File: config.mk
export PLATFORM = sky130hd
export DESIGN_NAME = instr_fetch_queue
export DESIGN_NICKNAME = d
export VERILOG_FILES = /design/src/rtl/instr_fetch_queue.sv
export SDC_FILE = /design/constraint.sdc
export NUM_CORES = 1
export LEC_CHECK = 0
export ABC_AREA = 1
export ABC_CLOCK_PERIOD_IN_PS = 9120
export CAP_MARGIN = 10
export CORE_MARGIN = 2
export CORE_UTILIZATION = 40
export CTS_BUF_LIST = sky130_fd_sc_hd__clkbuf_8
export DETAILED_ROUTE_END_ITERATION = 10
export PLACE_DENSITY = 0.57
export REMOVE_ABC_BUFFERS = 1
export SYNTH_ARGS = -nofsm -noshare
export SYNTH_HDL_FRONTEND = slang
export SYNTH_SLANG_ARGS = --single-unit
File: constraint.sdc
create_clock -name clk -period 9.12 [get_ports clk]
set_input_delay 2.736 -clock clk [delete_from_list [all_inputs] [get_ports clk]]
set_output_delay 2.736 -clock clk [all_outputs]
set_load 0.02 [all_outputs]
File: src/rtl/instr_fetch_queue.sv
// Instruction fetch queue: credit-based prefetch into a small FIFO,
// with redirect flush and draining of stale in-flight responses.
module instr_fetch_queue #(
  parameter int          DEPTH    = 4,
  parameter logic [31:0] RESET_PC = 32'h0000_0000
) (
  input  logic                     clk,
  input  logic                     rst_n,
  output logic                     mem_req_valid,
  output logic [31:0]              mem_req_addr,
  input  logic                     mem_req_ready,
  input  logic                     mem_rsp_valid,
  input  logic [31:0]              mem_rsp_data,
  input  logic                     redirect_valid,
  input  logic [31:0]              redirect_pc,
  output logic                     instr_valid,
  output logic [31:0]              instr_data,
  output logic [31:0]              instr_pc,
  input  logic                     instr_ready,
  output logic [$clog2(DEPTH):0]   occupancy
);

  localparam int AW = $clog2(DEPTH);
  localparam int CW = AW + 1;
  localparam logic [CW:0] LIM = (CW+1)'(DEPTH);

  typedef enum logic {S_FETCH, S_DRAIN} state_t;

  state_t          r_state, w_state_nxt;
  logic [31:0]     r_fetch_pc;
  logic [CW-1:0]   r_outst, r_stale, r_occ;
  logic [CW-1:0]   w_outst_nxt, w_stale_nxt;
  logic [AW-1:0]   r_head, r_tail;
  logic [31:0]     r_q_pc   [DEPTH];
  logic [31:0]     r_q_data [DEPTH];
  logic            w_req_hs, w_rsp, w_push, w_pop;
  logic [CW:0]     w_credit;
  logic [31:0]     w_rsp_pc, w_redir_pc;

  assign w_credit   = {1'b0, r_occ} + {1'b0, r_outst};
  assign mem_req_valid = rst_n && (r_state == S_FETCH)
                      && (w_credit < LIM);
  assign mem_req_addr  = r_fetch_pc;

  assign w_req_hs   = mem_req_valid && mem_req_ready;
  assign w_rsp      = mem_rsp_valid && (r_outst != '0);
  assign w_pop      = instr_valid && instr_ready;
  assign w_push     = w_rsp && (r_state == S_FETCH) && !redirect_valid;
  assign w_redir_pc = redirect_pc & 32'hFFFF_FFFC;

  // Requests are sequential, so the oldest live one sits r_outst words back
  assign w_rsp_pc = r_fetch_pc
                  - {{(30-CW){1'b0}}, r_outst, 2'b00};

  assign instr_valid = (r_occ != '0);
  assign instr_data  = instr_valid ? r_q_data[r_head] : '0;
  assign instr_pc    = instr_valid ? r_q_pc[r_head]   : '0;
  assign occupancy   = r_occ;

  always_comb begin
    w_outst_nxt = r_outst + CW'(w_req_hs) - CW'(w_rsp);
    w_stale_nxt = r_stale;
    w_state_nxt = r_state;
    if (redirect_valid) begin
      w_stale_nxt = w_outst_nxt;
      w_state_nxt = (w_outst_nxt != '0) ? S_DRAIN : S_FETCH;
    end else if (r_state == S_DRAIN) begin
      if (w_rsp)
        w_stale_nxt = r_stale - CW'(1);
      if (w_stale_nxt == '0)
        w_state_nxt = S_FETCH;
    end
  end

  always_ff @(posedge clk or negedge rst_n) begin
    if (!rst_n) begin
      r_state    <= S_FETCH;
      r_fetch_pc <= RESET_PC;
      r_outst    <= '0;
      r_stale    <= '0;
      r_occ      <= '0;
      r_head     <= '0;
      r_tail     <= '0;
    end else begin
      r_state <= w_state_nxt;
      r_stale <= w_stale_nxt;
      r_outst <= w_outst_nxt;
      if (redirect_valid)
        r_fetch_pc <= w_redir_pc;
      else if (w_req_hs)
        r_fetch_pc <= r_fetch_pc + 32'd4;
      if (redirect_valid) begin
        r_occ  <= '0;
        r_head <= '0;
        r_tail <= '0;
      end else begin
        if (w_push)
          r_tail <= r_tail + AW'(1);
        if (w_pop)
          r_head <= r_head + AW'(1);
        r_occ <= r_occ + CW'(w_push) - CW'(w_pop);
      end
    end
  end

  // Storage needs no reset: entries are only visible through r_occ
  always_ff @(posedge clk) begin
    if (w_push) begin
      r_q_pc[r_tail]   <= w_rsp_pc;
      r_q_data[r_tail] <= mem_rsp_data;
    end
  end

endmodule

==> flow_metrics.tcl, run 1 <==
set metrics [dict create \
    status "completed" \
    ctsResizeCount 0 \
    initial_core_util 0.404 \
    grt_use_total 0.190 \
    synth_top_area_frac 0.553 \
    drcViolationCount 0 \
    fillerInstances 3170 \
    ys_seq_area_frac 0.635 \
    drv_cap 0 \
    wl_met1_um 14900 \
    cts_tree "built" \
    worstSetupStartpoint "rst_n" \
    drtPass1Iterations 4 \
    start_kind "input port" \
    antenna_found_initial 0 \
    die_h_um 187 \
    maxSlewViolCount 0 \
    fmax_mhz 154 \
    r2r-start "r_outst[1]" \
    tns_ps 0 \
    wl_per_cell_um 16.7 \
    async_reset_ff_frac 0.151 \
    dp_slack_ps 2620 \
    numCtsBuffers 49 \
    crit_path_end "mem_req_valid" \
    finalCritPeriodShare 0.711 \
    critPathKind "input port to primary output" \
    r2r_cells 7 \
    clk_path_buf_depth 3 \
    die_width_um 187 \
    antenna_left 0 \
    dpl.hpwl_um 19800 \
    synth_cells 1336 \
    worstSetupEndpointType "primary output" \
    worst-endpoint-arrival_ps 3750 \
    r2r_end "r_q_pc[2][10]" \
    numPortBuffers 164 \
    maxSlewHeadroom 0.290 \
    syn2layout_area_growth_pct 21.2 \
    place_inst 1894 \
    hold_ws_ps 538 \
    synth-edff-count 248 \
    worst_pin_slew_ps 1060 \
    syn_area_um2 13500 \
    synthFlopType "edfxtp_1" \
    io_pins 171 \
    setup_violations 0 \
    drt-total-wl_um 33000 \
    r2r_slack_ps 5960 \
    avgSynthCellArea_um2 10.1 \
    stdcell_count 1979 \
    grt_overflow_total 0 \
    ctsHoldBuffers 0 \
    cts_root_buffer "clkbuf_8" \
    grt_max_degree 81 \
    insertion_delay_ps 560 \
    drive_gt1_frac 0.0777 \
    worstHoldPathType "flip-flop to flip-flop" \
    grt_pass1_wl_um 52700 \
    worst_slack_ps 2630 \
    clkTransAtPathRegs_ps 60 \
    ys.warnings.count 0 \
    top_layer "met4" \
    vias 9649 \
    min_period_ps 6490 \
    whs_path_depth 2 \
    die-area_um2 35100 \
    utilization 0.489 \
    rsz0062_at_grt "no" \
    cts_htree_levels 2 \
    finClkSkew_ps 11.4 \
    routed_via_density 4.88 \
    netlist_top_cells_area "edfxtp_1 (55%), nor2_1 (8.9%), dfrtp_1 (8.2%)" \
    synth_cell_type_count 36 \
    power_density_nw_per_um2 255 \
    hold_viol_final 0 \
    post_cts_buffers 0 \
    fp-row-count 67 \
    nets 1585 \
    wl_met2_um 15500 \
    yosysTopAreaCell "edfxtp_1" \
    cp_max_fo 2 \
    drt-initial-drc-count 614 \
    core_area_um2 33400 \
    cts.sinks 292 \
    ys_ff_latch 292 \
    wl_met3_um 1570 \
    ir_drop_uv 146 \
    p_leak_nw 6.01 \
    crit_required_ps 6380 \
    grt_pass1_vias 9869 \
    antenna_cells 0 \
    gp_congestion 0.848 \
]
-- routing by layer --
layer | global-route usage | vias to the layer above
met4 | 0.0703 | 0
met2 | 0.317 | 231
met1 | 0.248 | 4525
met3 | 0.0345 | 75
li1 | - | 4818
met5 | 0 | -
-- power breakdown --
group	leakage (nW)	switching (mW)	internal, mW
combinational	2.73	0.891	0.556
sequential	2.78	0.107	1.58
clock	0.507	0.506	0.526
total	6.01	1.50	2.66
-- final cells by class --
cell class | count | area, um^2 | share of cell area
Clock inverter | 33 | 148 | 0.00905
Timing Repair Buffer | 175 | 1720 | 0.105
Clock buffer | 52 | 716 | 0.0439
Tap cell | 448 | 561 | 0.0343
Sequential cell | 292 | 8550 | 0.524
Multi-Input combinational cell | 900 | 4330 | 0.265
Inverter | 79 | 298 | 0.0182
-- sequential cells by signal (all words and copies together) (netlist names) --
signal,count
r_q_data,128
r_q_pc,120
mem_req_addr,30
occupancy,3
r_outst,3
r_stale,3
r_head,2
r_tail,2
r_state,1
-- metrics by stage --
| stage | instance area (um^2) | power, mW |
|---|---|---|
| 2_1_floorplan | 13100 | 2.50 |
| 6_report | 16300 | 4.16 |
| 3_5_place_dp | 15500 | 3.18 |
| 3_3_place_gp | 15500 | 3.17 |
| 5_1_grt | 16300 | 4.42 |
| 4_1_cts | 16300 | 4.23 |
-- kinds of logic (layout without fill, tap and decap cells) --
logic type,count (synthesis),in the layout,share of synthesized area
AOI/OAI and AO/OA,228,228,0.0859
xor gates and xnor gates,36,36,0.0234
adders and majority gates,18,18,0.0184
buffers and inverters,147,339,0.0468
DFF,292,292,0.635
other,1,4,0.000279
and+or+nand+nor,614,614,0.190
-- critical path, stage by stage --
cell and delay, ps:
buf_2 140, nand3b_1 100, nor2_2 150, clkdlybuf4s50_1 630
-- synth_stat cells, types with 15 or more instances --
| cell | instances |
|---|---|
| nand3_1 | 60 |
| nor2_1 | 320 |
| xor2_1 | 29 |
| o21ai_0 | 150 |
| inv_1 | 72 |
| a21oi_1 | 68 |
| edfxtp_1 | 248 |
| nand2_1 | 183 |
| clkbuf_1 | 25 |
| ha_1 | 15 |
| dfrtp_1 | 44 |
| buf_2 | 24 |
-- layout by cell type (no fill, tap or decap), drive strengths merged, types with 19 or more instances in the layout --
master           n
nand3           60
clkbuf          52
a21oi           68
edfxtp         248
clkinv          19
nor2           341
dfrtp           44
o21ai          154
inv             93
nand2          191
clkdlybuf4s50  163
xor2            29
-- worst min-delay path by stage --
stage                 end       start  slack, ps
3_3_place_gp   r_stale[2]  r_stale[2]        520
3_5_place_dp   r_stale[1]  r_stale[1]        530
5_1_grt        r_stale[1]  r_stale[1]        570
2_1_floorplan  r_stale[1]  r_stale[1]        480
4_1_cts        r_stale[1]  r_stale[1]        550
6_report       r_stale[1]  r_stale[1]        540
Power figures use the tool's default switching activity.
==> run 2: changes to the inputs <==
- ABC_CLOCK_PERIOD_IN_PS: 9120 -> 5800
- PLACE_DENSITY: 0.57 -> 0.59
- clock period: 9.12 -> 5.8 ns (I/O delays scaled with it)
==> run 2 against run 1 <==
  * Clock power rose by 58%
  * Clock skew up 10 ps
  * Critical endpoint is now instr_pc[10]
  * Setup slack lost 2000 ps
  * Final area up 0.64%
  * Global-route usage about the same
  * Die area unchanged
  * Hold slack worse by 16 ps
==> flow_metrics.tcl, run 2 (synthesis gave the netlist of run 1 again) <==
set metrics [dict create \
    top_register "r_q_data" \
    die_width_um 187 \
    cts.sinks 292 \
    ir_drop_uv 207 \
    numPortBuffers 164 \
    drcViolationCount 0 \
    fp-row-count 67 \
    final_common_cell "nor2_1" \
    grt_use_total 0.190 \
    worstHoldPathType "flip-flop to flip-flop" \
    tns_ps 0 \
    worst_pin_slew_ps 939 \
    core_area_um2 33400 \
    clkTransAtPathRegs_ps 60 \
    grt_max_degree 83 \
    hold_ws_ps 522 \
    fmax_mhz 192 \
    start_kind "flip-flop" \
    antenna_cells 0 \
    hold_viol_final 0 \
    cts_htree_levels 2 \
    ctsHoldBuffers 0 \
    insertion_delay_ps 570 \
    drtPass1Iterations 5 \
    critPathKind "flip-flop to primary output" \
    setup_violations 0 \
    cts_root_buffer "clkbuf_8" \
    utilization 0.492 \
    p_total_mw 6.59 \
    die-area_um2 35100 \
    rsz0062_at_grt "no" \
    fin_area_um2 16400 \
    dpl.hpwl_um 20400 \
    grt_overflow_total 0 \
    drv_cap 0 \
    drt-total-wl_um 33500 \
    die_h_um 187 \
    worstSetupEndpointType "primary output" \
    numCtsBuffers 48 \
    power_density_nw_per_um2 401 \
    nets 1587 \
    gp_congestion 0.839 \
    dpl-instance-area_um2 15600 \
    io_pins 171 \
    maxSlewHeadroom 0.374 \
    worst-endpoint-arrival_ps 3460 \
    syn2layout_area_growth_pct 22.0 \
    vias 9766 \
    grt_pass1_vias 9742 \
    grt_pass1_wl_um 52600 \
    antenna_found_initial 0 \
    wl_per_cell_um 16.9 \
    initial_core_util 0.404 \
    post_cts_buffers 0 \
    cts_tree "built" \
    finalCritPeriodShare 0.897 \
    crit_required_ps 4060 \
    drive_gt1_frac 0.0793 \
    routed_via_density 4.92 \
    largest_reg_flops 128 \
    ctsResizeCount 0 \
    maxSlewViolCount 0 \
    clk_path_buf_depth 3 \
    cp_max_fo 82 \
    min_period_ps 5200 \
    p_leak_nw 6.05 \
    final_cell_mix "nor2_1 (316), edfxtp_1 (248), nand2_1 (183)" \
    status "completed" \
    antenna_left 0 \
    finClkSkew_ps 21.8 \
    drt-initial-drc-count 606 \
]
==> run 2: cell types whose count changed in the layout (fill, tap and decap cells not counted), sizes merged <==
cell / before / now
clkbuf: 52 / 51
clkinv: 19 / 21
buf: 12 / 15
clkinvlp: 0 / 2
inv: 93 / 94
==> run 2: stage by stage <==
stage               worst slack (ps)  std cells
floorplan                        158       1271
global placement                1140       1897
detailed placement              1150       1897
CTS                              525       1986
global route                     406       1986
finish                           597       1986
==> run 2: power breakdown <==
part           switching, mW  total [mW]  internal [mW]  leakage (nW)
Clock                  0.810        1.63          0.817         0.511
Sequential             0.165        2.64           2.48          2.78
Combinational           1.43        2.32          0.890          2.76
Total                   2.41        6.59           4.18          6.05
==> run 2: area by class of cell <==
class,instances,area [um^2]
tap,448,561
multi-input combinational,900,4330
clock inverter,38,166
inverter,79,299
timing repair buffer,178,1820
sequential,292,8550
clock buffer,51,702
fill,3108,16900
==> run 2: worst max-delay path, stage by stage, from the launching register on <==
cell and delay, ps:
dfrtp_4 760, buf_4 820, nor2_1 110, nor2_1 120
o21ai_0 100, a21oi_1 290, clkdlybuf4s50_1 670
==> run 2: final timing paths <==
check	start	cells past startpoint	slack, ps	endpoint
setup / recovery	r_head[0]	6	600	instr_pc[10]
hold / removal	r_stale[1]	2	520	r_stale[1]
setup reg to reg	r_outst[1]	16	2930	r_state
hold reg to reg	r_stale[1]	2	520	r_stale[1]
max in group asynchronous	rst_n	2	3960	r_head[0]
min in group asynchronous	rst_n	2	1360	mem_req_addr[26]
==> run 2: layer usage <==
layer / global-route usage / up-vias / part of all wire
met1: 0.255 / 4610 / 0.46
met2: 0.313 / 276 / 0.47
met4: 0.0584 / 0 / 0.020
met3: 0.0364 / 50 / 0.055
met5: 0 / - / 0
li1: - / 4830 / -
==> run 3: changes to the inputs <==
- PLACE_DENSITY: 0.59 -> default
==> run 3 against run 2 <==
  * Global-route usage barely moved
  * First-iteration DRC count fell by 6.8%
  * Sequential cell count did not move
  * Power rose by 2.1%
  * Count of clock-buffer cells in the layout fell by 1
  * Final area rose by 0.31%
  * Routed wire length fell by 1.3%
  * Non-clock buffer count rose by 3
  * Clock skew fell by 6.3 ps
  * Largest power group unchanged
==> flow_metrics.tcl, run 3 (synthesis gave the netlist of run 1 again) <==
set metrics [dict create \
    status "completed" \
    rsz0062_at_grt "no" \
    routed_via_density 4.91 \
    ctsResizeCount 0 \
    crit_path_end "instr_data[8]" \
    antenna_left 0 \
    grt_overflow_total 0 \
    insertion_delay_ps 570 \
    io_pins 171 \
    dp_slack_ps 1260 \
    ir_drop_uv 168 \
    cts.sinks 292 \
    drt-initial-drc-count 565 \
    fp-row-count 67 \
    core_area_um2 33400 \
    hold_viol_final 0 \
    drv_cap 0 \
    crit_required_ps 4060 \
    p_leak_nw 6.09 \
    grt_pass1_vias 9998 \
    largest_reg_flops 128 \
    worstHoldPathType "flip-flop to flip-flop" \
    fmax_mhz 210 \
    antenna_found_initial 0 \
    dpl.hpwl_um 20300 \
    r2r-start "r_outst[1]" \
    clkTransAtPathRegs_ps 60 \
    wl_met3_um 1730 \
    worst_slack_ps 1040 \
    final_cell_mix "nor2_1 (316), edfxtp_1 (248), nand2_1 (183)" \
    worstSetupStartpoint "occupancy[1]" \
    ctsHoldBuffers 0 \
    min_period_ps 4760 \
    maxSlewHeadroom 0.289 \
    drt-total-wl_um 33100 \
    nets 1592 \
    critPathKind "flip-flop to primary output" \
    grt_pass1_wl_um 52800 \
    clk_path_buf_depth 3 \
    worst-endpoint-arrival_ps 3020 \
    cts_htree_levels 2 \
    die-area_um2 35100 \
    worst_pin_slew_ps 1070 \
    maxSlewViolCount 0 \
    initial_core_util 0.404 \
    p_total_mw 6.73 \
    top_layer "met4" \
    cp_max_fo 44 \
    wl_met2_um 15500 \
    finClkSkew_ps 15.6 \
    die_h_um 187 \
    cts_tree "built" \
    numCtsBuffers 50 \
    top_register "r_q_data" \
    start_kind "flip-flop" \
    final_common_cell "nor2_1" \
    r2r_end "r_state" \
    gp_congestion 0.824 \
    drcViolationCount 0 \
    die_width_um 187 \
    drtPass1Iterations 5 \
    worstSetupEndpointType "primary output" \
    vias 9787 \
    r2r_cells 16 \
    antenna_cells 0 \
    finalCritPeriodShare 0.821 \
    syn2layout_area_growth_pct 22.4 \
    post_cts_buffers 0 \
    hold_ws_ps 517 \
    setup_violations 0 \
    cts_root_buffer "clkbuf_8" \
    r2r_slack_ps 3010 \
    wl_per_cell_um 16.6 \
    tns_ps 0 \
    drive_gt1_frac 0.0816 \
    grt_max_degree 79 \
    wl_met1_um 14800 \
    power_density_nw_per_um2 409 \
    numPortBuffers 164 \
    grt_use_total 0.190 \
]
## run 3: changes by cell type in the layout (fill, tap and decap cells not counted)
cell,before,now
clkinvlp_4,2,0
clkbuf_8,51,50
clkinv_2,11,10
inv_1,89,88
buf_4,8,15
inv_8,0,1
inv_2,4,5
bufinv_16,0,3
clkinv_1,10,13
buf_12,6,2
## run 3: metrics by stage
stage	util	instances	area (um^2)
after global routing	0.494	1992	16500
after CTS	0.494	1992	16500
after global placement	0.465	1900	15500
after detailed placement	0.465	1900	15500
after floorplan	-	1271	13100
final	0.494	1992	16500
## run 3: worst min-delay path by stage
stage               startpoint         end  slack, ps  cells past startpoint
floorplan           r_stale[1]  r_stale[1]        480                      2
global placement    r_stale[1]  r_stale[1]        510                      2
detailed placement  r_stale[1]  r_stale[1]        510                      2
CTS                 r_stale[1]  r_stale[1]        520                      2
global route        r_stale[1]  r_stale[1]        570                      2
finish              r_stale[1]  r_stale[1]        520                      2
## run 3: cell type report
type | count | area [um^2]
fill | 3119 | 16900
sequential | 292 | 8550
multi-input combinational | 900 | 4330
timing repair buffer | 181 | 1790
clock buffer | 50 | 688
tap | 448 | 561
inverter | 79 | 298
clock inverter | 42 | 260
## run 3: layer usage
metal  global-route usage  up-vias
met5                    0        -
met1                0.247     4584
li1                     -     4845
met2                0.315      288
met3               0.0351       70
met4               0.0751        0
## run 3: where the power goes
group	internal (mW)	leakage (nW)	switching (mW)
sequential	2.48	2.78	0.133
clock	0.943	0.552	0.824
combinational	0.892	2.77	1.46
total	4.31	6.09	2.42
## run 3: critical path: stages (launching register included)
cell and delay (ps):
dfrtp_1 460, nor2_1 130, nand2_1 100, inv_2 770
buf_4 350, a21oi_1 80, clkdlybuf4s50_1 540
==> RTL change (settings of run 2) <==
Set the parameter `DEPTH` to 2 (it was 4).
--- a/src/rtl/instr_fetch_queue.sv
+++ b/src/rtl/instr_fetch_queue.sv
@@ -2,5 +2,5 @@
 // with redirect flush and draining of stale in-flight responses.
 module instr_fetch_queue #(
-  parameter int          DEPTH    = 4,
+  parameter int          DEPTH    = 2,
   parameter logic [31:0] RESET_PC = 32'h0000_0000
 ) (
Ports: changed (resized occupancy); port bits go from 171 to 170. No check against the original RTL was run, so the function may have changed too.
==> RTL change against run 2 <==
- global-route usage shrank 0.31 points
- cell area is 36% lower
- area after synthesis shrank 39%
- routed wire length decreased by 40%
- worst setup slack better by 800 ps
- largest power group is now combinational logic
- die area down 38%
- sequential cell count shrank 129
- power down 35%
- synthesized cell count down 31%
- clock power down 53%
- register-to-register slack better by 270 ps
- critical path depth shrank 2
==> RTL change: results (changes against run 2) <==
** Outcome
- Outcome: completed (unchanged).

** GRT
- The first-pass GRT wire length came to 31.8 mm (was 52.6 mm).
- The met3 track demand over resource in global routing came to 0.0349 (was 0.0364).
- The pin count of the biggest net entering global routing was 65 (was 83).
- Met1 capacity usage during global routing :: 0.249 (was 0.255)
- The overall track demand over capacity in global routing was 0.187 (was 0.190).
- The met2 track demand over resource in global routing is 0.315 (was 0.313).

** Layout
- The fraction of final layout cells with drive strength greater than 1 came to 0.0732 (was 0.0793).
- Largest register FFs :: 64 (was 128)

** CTS
- Clock-pin slew of the registers on the worst-case setup and hold paths :: 80 ps (was 60 ps)
- Clock H-tree levels :: 4 (was 2)
- The clock tree buffer depth is 2 (was 3).

** Routing
- Via count normalized by instance count :: 4.80 (was 4.92)
- Final Routed Wirelength :: 20.0 mm (was 33.5 mm)
- The average wire per standard cell came to 14.8 µm (was 16.9 µm).

** Timing
- Layout Skew :: 28.8 ps (was 21.8 ps)

** Place
- Gp weighted congestion :: 0.820 (was 0.839)
- PortBufs :: 163 (was 164)
- Sum of net half-perimeters after detailed placement :: 13.5 mm (was 20.4 mm)

** Power and ir drop
- Leakage dissipation :: 4.03 nW (was 6.05 nW)
- The worst voltage drop across the vdd grid came to 0.331 mV (was 0.207 mV).

** Synthesis
- The sequential-to-total area share from yosys stat came to 0.568 (was 0.635).
- The number of enable-type register cells in the synthesized netlist was 124 (was 248).

** Critical path
- Peak fanout along the critical path :: 62 (was 82)
- The cell at the slowest stage of the critical path was inv_2 (was buf_4).
- The largest stage delay on the critical path came to 800 ps (was 820 ps).
- The arrival time of data at the critical path endpoint is 2660 ps (was 3460 ps).
[RTL change: kinds of logic (layout without fill, tap and decap cells)]
kind of cell             count (synthesis)  in the layout  synth area share
buffers and inverters                  108            265            0.0595
XOR/XNOR                                31             31            0.0328
adder cells (fa/ha/maj)                  9              9            0.0154
other                                    1              4          0.000454
AND/OR/NAND/NOR                        494            494             0.252
AO/OA/AOI/OAI                          113            113            0.0717
flip-flops                             163            163             0.568
[RTL change: per-layer routing]
layer | wire (µm) | share of wire
met1 | 9020 | 0.45
met2 | 9740 | 0.49
met3 | 1050 | 0.052
met4 | 212 | 0.011
met5 | 0 | 0
[RTL change: power by group through the flow]
stage	clock network, mW	registers, mW	logic, mW
floorplan	0	1.63	1.00
global placement	0	1.59	1.94
detailed placement	0	1.59	1.96
CTS	0.792	1.56	1.96
global route	0.837	1.58	2.11
finish	0.767	1.56	1.93
[RTL change: path summary, 6_finish.rpt]
kind	start	to	slack (ps)	cells past startpoint
max	r_head$_DFFE_PN0P_	instr_pc[20]	1400	4
min	mem_req_addr[31]$_DFFE_PN0P_	mem_req_addr[31]$_DFFE_PN0P_	560	2
max reg2reg	occupancy[0]$_DFF_PN0_	r_state$_DFF_PN0_	3200	12
min reg2reg	mem_req_addr[31]$_DFFE_PN0P_	mem_req_addr[31]$_DFFE_PN0P_	560	2
max in group asynchronous	rst_n	r_head$_DFFE_PN0P_	3880	2
min in group asynchronous	rst_n	mem_req_addr[28]$_DFFE_PN0P_	1480	2
[RTL change: area by class of cell]
type                    count  area, µm²  share of cell area
inverters                  66        255              0.0244
clock buffers              17        234              0.0224
clock inverters            12        121              0.0116
repair buffers            170       1700               0.163
flip-flops and latches    163       4700               0.449
well taps                 270        338              0.0323
multi-input cells         651       3110               0.297
[RTL change: per-stage QoR]
stage | setup slack, ps | hold WS [ps] | instance area (µm²) | setup TNS [ps]
after floorplan | -1020 | 458 | 8040 | -63410
after global placement | 1400 | 536 | 10100 | 0
after detailed placement | 1410 | 543 | 10100 | 0
after CTS | 1250 | 566 | 10500 | 0
after global routing | 1150 | 581 | 10500 | 0
final | 1400 | 561 | 10500 | 0
[RTL change: worst register-to-register path: cells and delay by family (launching register included)]
kind            cells  cell delay [ps]
compound gates      1              180
xor+xnor            2              380
fa+ha+maj           3              960
buf+inv             3              210
flops               1              450
simple gates        3              340
